### config.mk
export PLATFORM = sky130hd
export DESIGN_NAME = mem_wb_elastic_stage
export DESIGN_NICKNAME = d
export VERILOG_FILES = /design/src/rtl/mem_wb_elastic_stage.sv
export SDC_FILE = /design/constraint.sdc
export NUM_CORES = 1
export LEC_CHECK = 0
export CAP_MARGIN = 20
export CORE_MARGIN = 2
export CORE_UTILIZATION = 35
export CTS_BUF_LIST = sky130_fd_sc_hd__clkbuf_8
export DETAILED_ROUTE_END_ITERATION = 8
export RECOVER_POWER = 50
export SETUP_SLACK_MARGIN = 0.5
export SLEW_MARGIN = 20
export SYNTH_ARGS = -nofsm -noshare
export SYNTH_HDL_FRONTEND = slang
export SYNTH_SLANG_ARGS = --single-unit
### constraint.sdc
create_clock -name clk -period 6.5 [get_ports clk]
set_clock_uncertainty 0.05 [all_clocks]
set_input_delay 0.975 -clock clk [delete_from_list [all_inputs] [get_ports clk]]
set_output_delay 0.975 -clock clk [all_outputs]
set_load 0.005 [all_outputs]
### src/rtl/mem_wb_elastic_stage.sv
// MEM->WB pipeline stage: two-entry elastic buffer (main + skid) that forms the
// final register-file write and a forwarding tap, with flush and load extension.
module mem_wb_elastic_stage #(
    parameter int unsigned XLEN = 64,
    parameter int unsigned RD_W = 5
) (
    input  logic            clk,
    input  logic            reset,
    input  logic            flush,
    input  logic            em_valid,
    output logic            em_ready,
    input  logic            em_memtoreg,
    input  logic            em_regwrite,
    input  logic [RD_W-1:0] em_rd,
    input  logic [2:0]      em_funct3,
    input  logic [XLEN-1:0] em_result,
    input  logic [XLEN-1:0] em_readdata,
    input  logic            wb_ready,
    output logic            wb_valid,
    output logic            wb_regwrite,
    output logic [RD_W-1:0] wb_rd,
    output logic [XLEN-1:0] wb_wdata,
    output logic            fwd_valid,
    output logic [RD_W-1:0] fwd_rd,
    output logic [XLEN-1:0] fwd_data
);

    typedef struct packed {
        logic            regwrite;
        logic [RD_W-1:0] rd;
        logic [XLEN-1:0] wdata;
    } entry_t;

    typedef enum logic [1:0] {
        EMPTY = 2'd0,
        ONE   = 2'd1,
        TWO   = 2'd2
    } state_t;

    state_t state;
    entry_t main_q;
    entry_t skid_q;
    entry_t cap_c;
    logic   accept_c;
    logic   retire_c;
    logic [XLEN-1:0] ext_data_c;

    assign accept_c = em_valid & em_ready;
    assign retire_c = wb_valid & wb_ready;

    // Load result extension; width casts make the 32-bit cases pass through at XLEN=32.
    always_comb begin
        ext_data_c = em_readdata;
        unique case (em_funct3)
            3'b000:  ext_data_c = XLEN'($signed(em_readdata[7:0]));
            3'b001:  ext_data_c = XLEN'($signed(em_readdata[15:0]));
            3'b010:  ext_data_c = XLEN'($signed(em_readdata[31:0]));
            3'b100:  ext_data_c = XLEN'(em_readdata[7:0]);
            3'b101:  ext_data_c = XLEN'(em_readdata[15:0]);
            3'b110:  ext_data_c = XLEN'(em_readdata[31:0]);
            default: ext_data_c = em_readdata;
        endcase
    end

    // Entry is fully formed at capture; x0 writes are suppressed here.
    always_comb begin
        cap_c.regwrite = em_regwrite & (em_rd != '0);
        cap_c.rd       = em_rd;
        cap_c.wdata    = em_memtoreg ? ext_data_c : em_result;
    end

    always_ff @(posedge clk or posedge reset) begin
        if (reset) begin
            state    <= EMPTY;
            em_ready <= 1'b1;
            wb_valid <= 1'b0;
            main_q   <= '0;
            skid_q   <= '0;
        end else if (flush) begin
            // Any same-cycle retire has already been consumed downstream.
            state           <= EMPTY;
            em_ready        <= 1'b1;
            wb_valid        <= 1'b0;
            main_q.regwrite <= 1'b0;
        end else begin
            unique case (state)
                EMPTY: begin
                    if (accept_c) begin
                        main_q   <= cap_c;
                        wb_valid <= 1'b1;
                        state    <= ONE;
                    end
                end
                ONE: begin
                    if (accept_c && retire_c) begin
                        main_q <= cap_c;
                    end else if (accept_c) begin
                        skid_q   <= cap_c;
                        state    <= TWO;
                        em_ready <= 1'b0;
                    end else if (retire_c) begin
                        state           <= EMPTY;
                        wb_valid        <= 1'b0;
                        main_q.regwrite <= 1'b0;
                    end
                end
                TWO: begin
                    if (retire_c) begin
                        main_q   <= skid_q;
                        state    <= ONE;
                        em_ready <= 1'b1;
                    end
                end
                default: begin
                    state           <= EMPTY;
                    em_ready        <= 1'b1;
                    wb_valid        <= 1'b0;
                    main_q.regwrite <= 1'b0;
                end
            endcase
        end
    end

    assign wb_regwrite = main_q.regwrite;
    assign wb_rd       = main_q.rd;
    assign wb_wdata    = main_q.wdata;
    assign fwd_valid   = main_q.regwrite;
    assign fwd_rd      = main_q.rd;
    assign fwd_data    = main_q.wdata;

endmodule

==> results.json <==
{
  "yosysTopAreaCell": "dfrtp_1",
  "p_clk_share_pct": 20.5,
  "antenna_left": 0,
  "syn_to_final_growth_pct": 35.4,
  "globalRouteMet1Util_pct": 25.9,
  "hold_viol": 0,
  "gr-usage-met2_pct": 31.3,
  "cts.reportedPaths.clkPinSlew_ns": 0.08,
  "power.density_mw_per_mm2": 358,
  "cts_root_buf": "clkbuf_8",
  "setup_viol": 0,
  "ctsLongestPathBuffers": 2,
  "period_needed_ns": 4.21,
  "grt.total_usage_pct": 19.4,
  "antenna_found_initial": 0,
  "dp_cells": 1326,
  "ys_warn_count": 0,
  "power.leakage_uw": 0.00456,
  "rsz0062_at_grt": "false",
  "busiest_layer": "met2",
  "core_sq_mm": 0.0233,
  "clk_latency_ns": 0.45,
  "slew_headroom_pct": -166,
  "async_flop_share_pct": 100,
  "setup_tns_ns": 0,
  "portBuffers": 284,
  "synth_cells": 861,
  "htreeDepth": 4,
  "failed_checks": "max-capacitance violations, max-slew violations",
  "reg2reg_depth": 4,
  "die_x_um": 158,
  "nets": 1169,
  "synth_common_cells": "dfrtp_1, nand2_1, buf_4, o31ai_1, mux2_2",
  "synth_area_leaders": "dfrtp_1, mux2_2, buf_4",
  "synth_edf_count": 0,
  "viasPerCell": 5.21,
  "synth_top_area_share_pct": 43.3,
  "avgSynthCellArea_sq_um": 9.60,
  "required_ns": 6.94,
  "min_path_cells": 2,
  "die_area_sq_mm": 0.0249,
  "route.vias.total": 7083,
  "hold_buffers": 0,
  "crit_type": "primary input to asynchronous set/reset pin",
  "crit_path_start": "reset",
  "drc": 0,
  "synth_fp_nets": 1004,
  "arrival_ns": 4.65,
  "worst_hold_path.endpoint": "skid_q[4]$_DFFE_PP0P_",
  "synthDistinctLibCells": 45,
  "grt.met3_usage_pct": 3.89,
  "clock_sinks": 144,
  "comb_power_share_pct": 38.8,
  "p_int_uw": 2750,
  "drive_gt1_share_pct": 11.1,
  "gp_congestion": 0.770,
  "postCtsSetupRepairBufs": 0,
  "totalWireLength_mm": 24.1,
  "grt_max_degree": 87,
  "grt_pass1_vias": 6985,
  "p_sw_uw": 1250,
  "sw_frac_of_total_pct": 31.3,
  "drtIter0Drc": 382,
  "ctsResizeCount": 0,
  "nFillCells": 2207,
  "ios": 285,
  "slew_viol_final": 144,
  "rows": 56,
  "power_frac_seq_pct": 40.7,
  "irDropWorstVdd_mv": 0.158,
  "worstHoldPathType": "flip-flop to flip-flop",
  "synthFlopType": "dfrtp_1",
  "final_cells": 1359,
  "worstMarginPinSlew_ns": 3.97,
  "critical_path.endpoint_type": "asynchronous set/reset pin",
  "r2r_slack_ns": 3.18,
  "drv_cap": 2,
  "worstHoldStart": "skid_q[4]$_DFFE_PP0P_",
  "worstReg2RegEnd": "skid_q[64]$_DFFE_PP0P_",
  "outcome": "complete, but fails checks",
  "cts_tree": "done",
  "finalCritPeriodShare_pct": 64.8,
  "yosysMostFrequentCell": "dfrtp_1",
  "synthesis.area_sq_mm": 0.00827,
  "wire_per_inst_um": 17.7,
  "critPathMaxFanout": 86,
  "cts_made_buffers": 17,
  "fmax_mhz": 238,
  "die_h_um": 158,
  "overflow": 0,
  "grt_pass1_wl_mm": 37.7,
  "ys_seq_elements": 144,
  "dp_hpwl_mm": 15.7,
  "start_kind": "primary input",
  "ys_seq_area_share_pct": 43.6,
  "start_util_pct": 35.4,
  "drtPass1Iterations": 6,
  "rr_startpoint": "state[1]$_DFFE_PP0P_"
}
## worst max path at each step
| stage | slack [ns] | depth (start not counted) | to |
|---|---|---|---|
| after floorplan | 1.61 | 1 | fwd_data[0]$_DFFE_PP0P_ |
| after global placement | 2.79 | 6 | fwd_data[35]$_DFFE_PP0P_ |
| after detailed placement | 2.84 | 6 | fwd_data[43]$_DFFE_PP0P_ |
| after CTS | 3.34 | 6 | fwd_data[43]$_DFFE_PP0P_ |
| after global routing | 1.57 | 3 | fwd_data[33]$_DFFE_PP0P_ |
| final | 2.29 | 3 | fwd_data[33]$_DFFE_PP0P_ |
## registers in the layout, summed over array words and instances (netlist names)
register,cells
fwd_valid,1
fwd_data,64
state,2
wb_valid,1
fwd_rd,5
skid_q,70
em_ready,1
## worst max-delay path, cell delays in order
cell,delay [ns]
clkdlybuf4s50_1,0.41
clkinvlp_2,2.20
buf_4,0.92
## final cells by class
class                           instances  area, sq um  share of cell area (%)
Tap cell                              319          399                    3.57
Multi-Input combinational cell        540         3680                    32.9
Antenna cell                            1         2.50                  0.0224
Sequential cell                       144         3600                    32.2
Clock inverter                         14          204                    1.82
Clock buffer                           18          248                    2.21
Timing Repair Buffer                  297         2950                    26.3
Inverter                               26         98.8                   0.883
## metal layers
| layer | vias to the layer above | part of all wire, % |
|---|---|---|
| met5 | - | 0 |
| met4 | 0 | 2.1 |
| met3 | 32 | 5.7 |
| met2 | 249 | 48 |
| met1 | 3450 | 44 |
| li1 | 3352 | - |
## cells in the final DEF, fill, tap and decap left out, drive strengths merged, types with 2 or more instances in the layout
master and n:
or3 16, o2111a 32, mux2 52, nand2b 3, o21ai 41, clkinvlp 4, o31ai 64, clkdlybuf4s50 154
o22ai 17, a21oi 12, or2 2, inv 29, mux2i 35, and2 18, bufinv 4, clkbuf 19
o221ai 17, buf 15, nand3 33, a311oi 7, a211oi 7, dfrtp 143, nor2 45, a21o 7
nand2 114, clkinv 3, dlygate4sd3 127, a22o 2, a32oi 2, nor2b 2
## cell families (layout without fill, tap and decap cells)
logic type             after synthesis  in the layout  synth area share, %
multiplexers                        87             87                 11.3
other                                0              1                    0
AND/OR/NAND/NOR                    239            239                 13.0
flip-flops                         144            144                 43.6
AO/OA/AOI/OAI                      214            214                 19.9
buffers and inverters              177            355                 12.1
## power by group through the flow
stage / Clock, uW / Sequential, uW / Combinational [uW]
6_report: 821 / 1630 / 1550
3_5_place_dp: 0 / 1670 / 1710
5_1_grt: 891 / 1700 / 1720
2_1_floorplan: 0 / 1600 / 931
4_1_cts: 846 / 1660 / 1720
3_3_place_gp: 0 / 1660 / 1690
## through the flow
| stage | total power, uW | setup slack (ns) | util, % | hold WS [ns] | cell area, sq um |
|---|---|---|---|---|---|
| 6_report | 4000 | 2.29 | 48.0 | 0.434 | 11200 |
| 5_1_grt | 4310 | 1.57 | 47.9 | 0.448 | 11200 |
| 4_1_cts | 4220 | 3.34 | 48.0 | 0.436 | 11200 |
| 3_5_place_dp | 3380 | 2.84 | 46.0 | 0.416 | 10700 |
| 3_3_place_gp | 3350 | 2.79 | 45.9 | 0.410 | 10700 |
| 2_1_floorplan | 2530 | 1.61 | - | 0.398 | 8270 |
No activity file was read; power rests on OpenSTA's default activity.
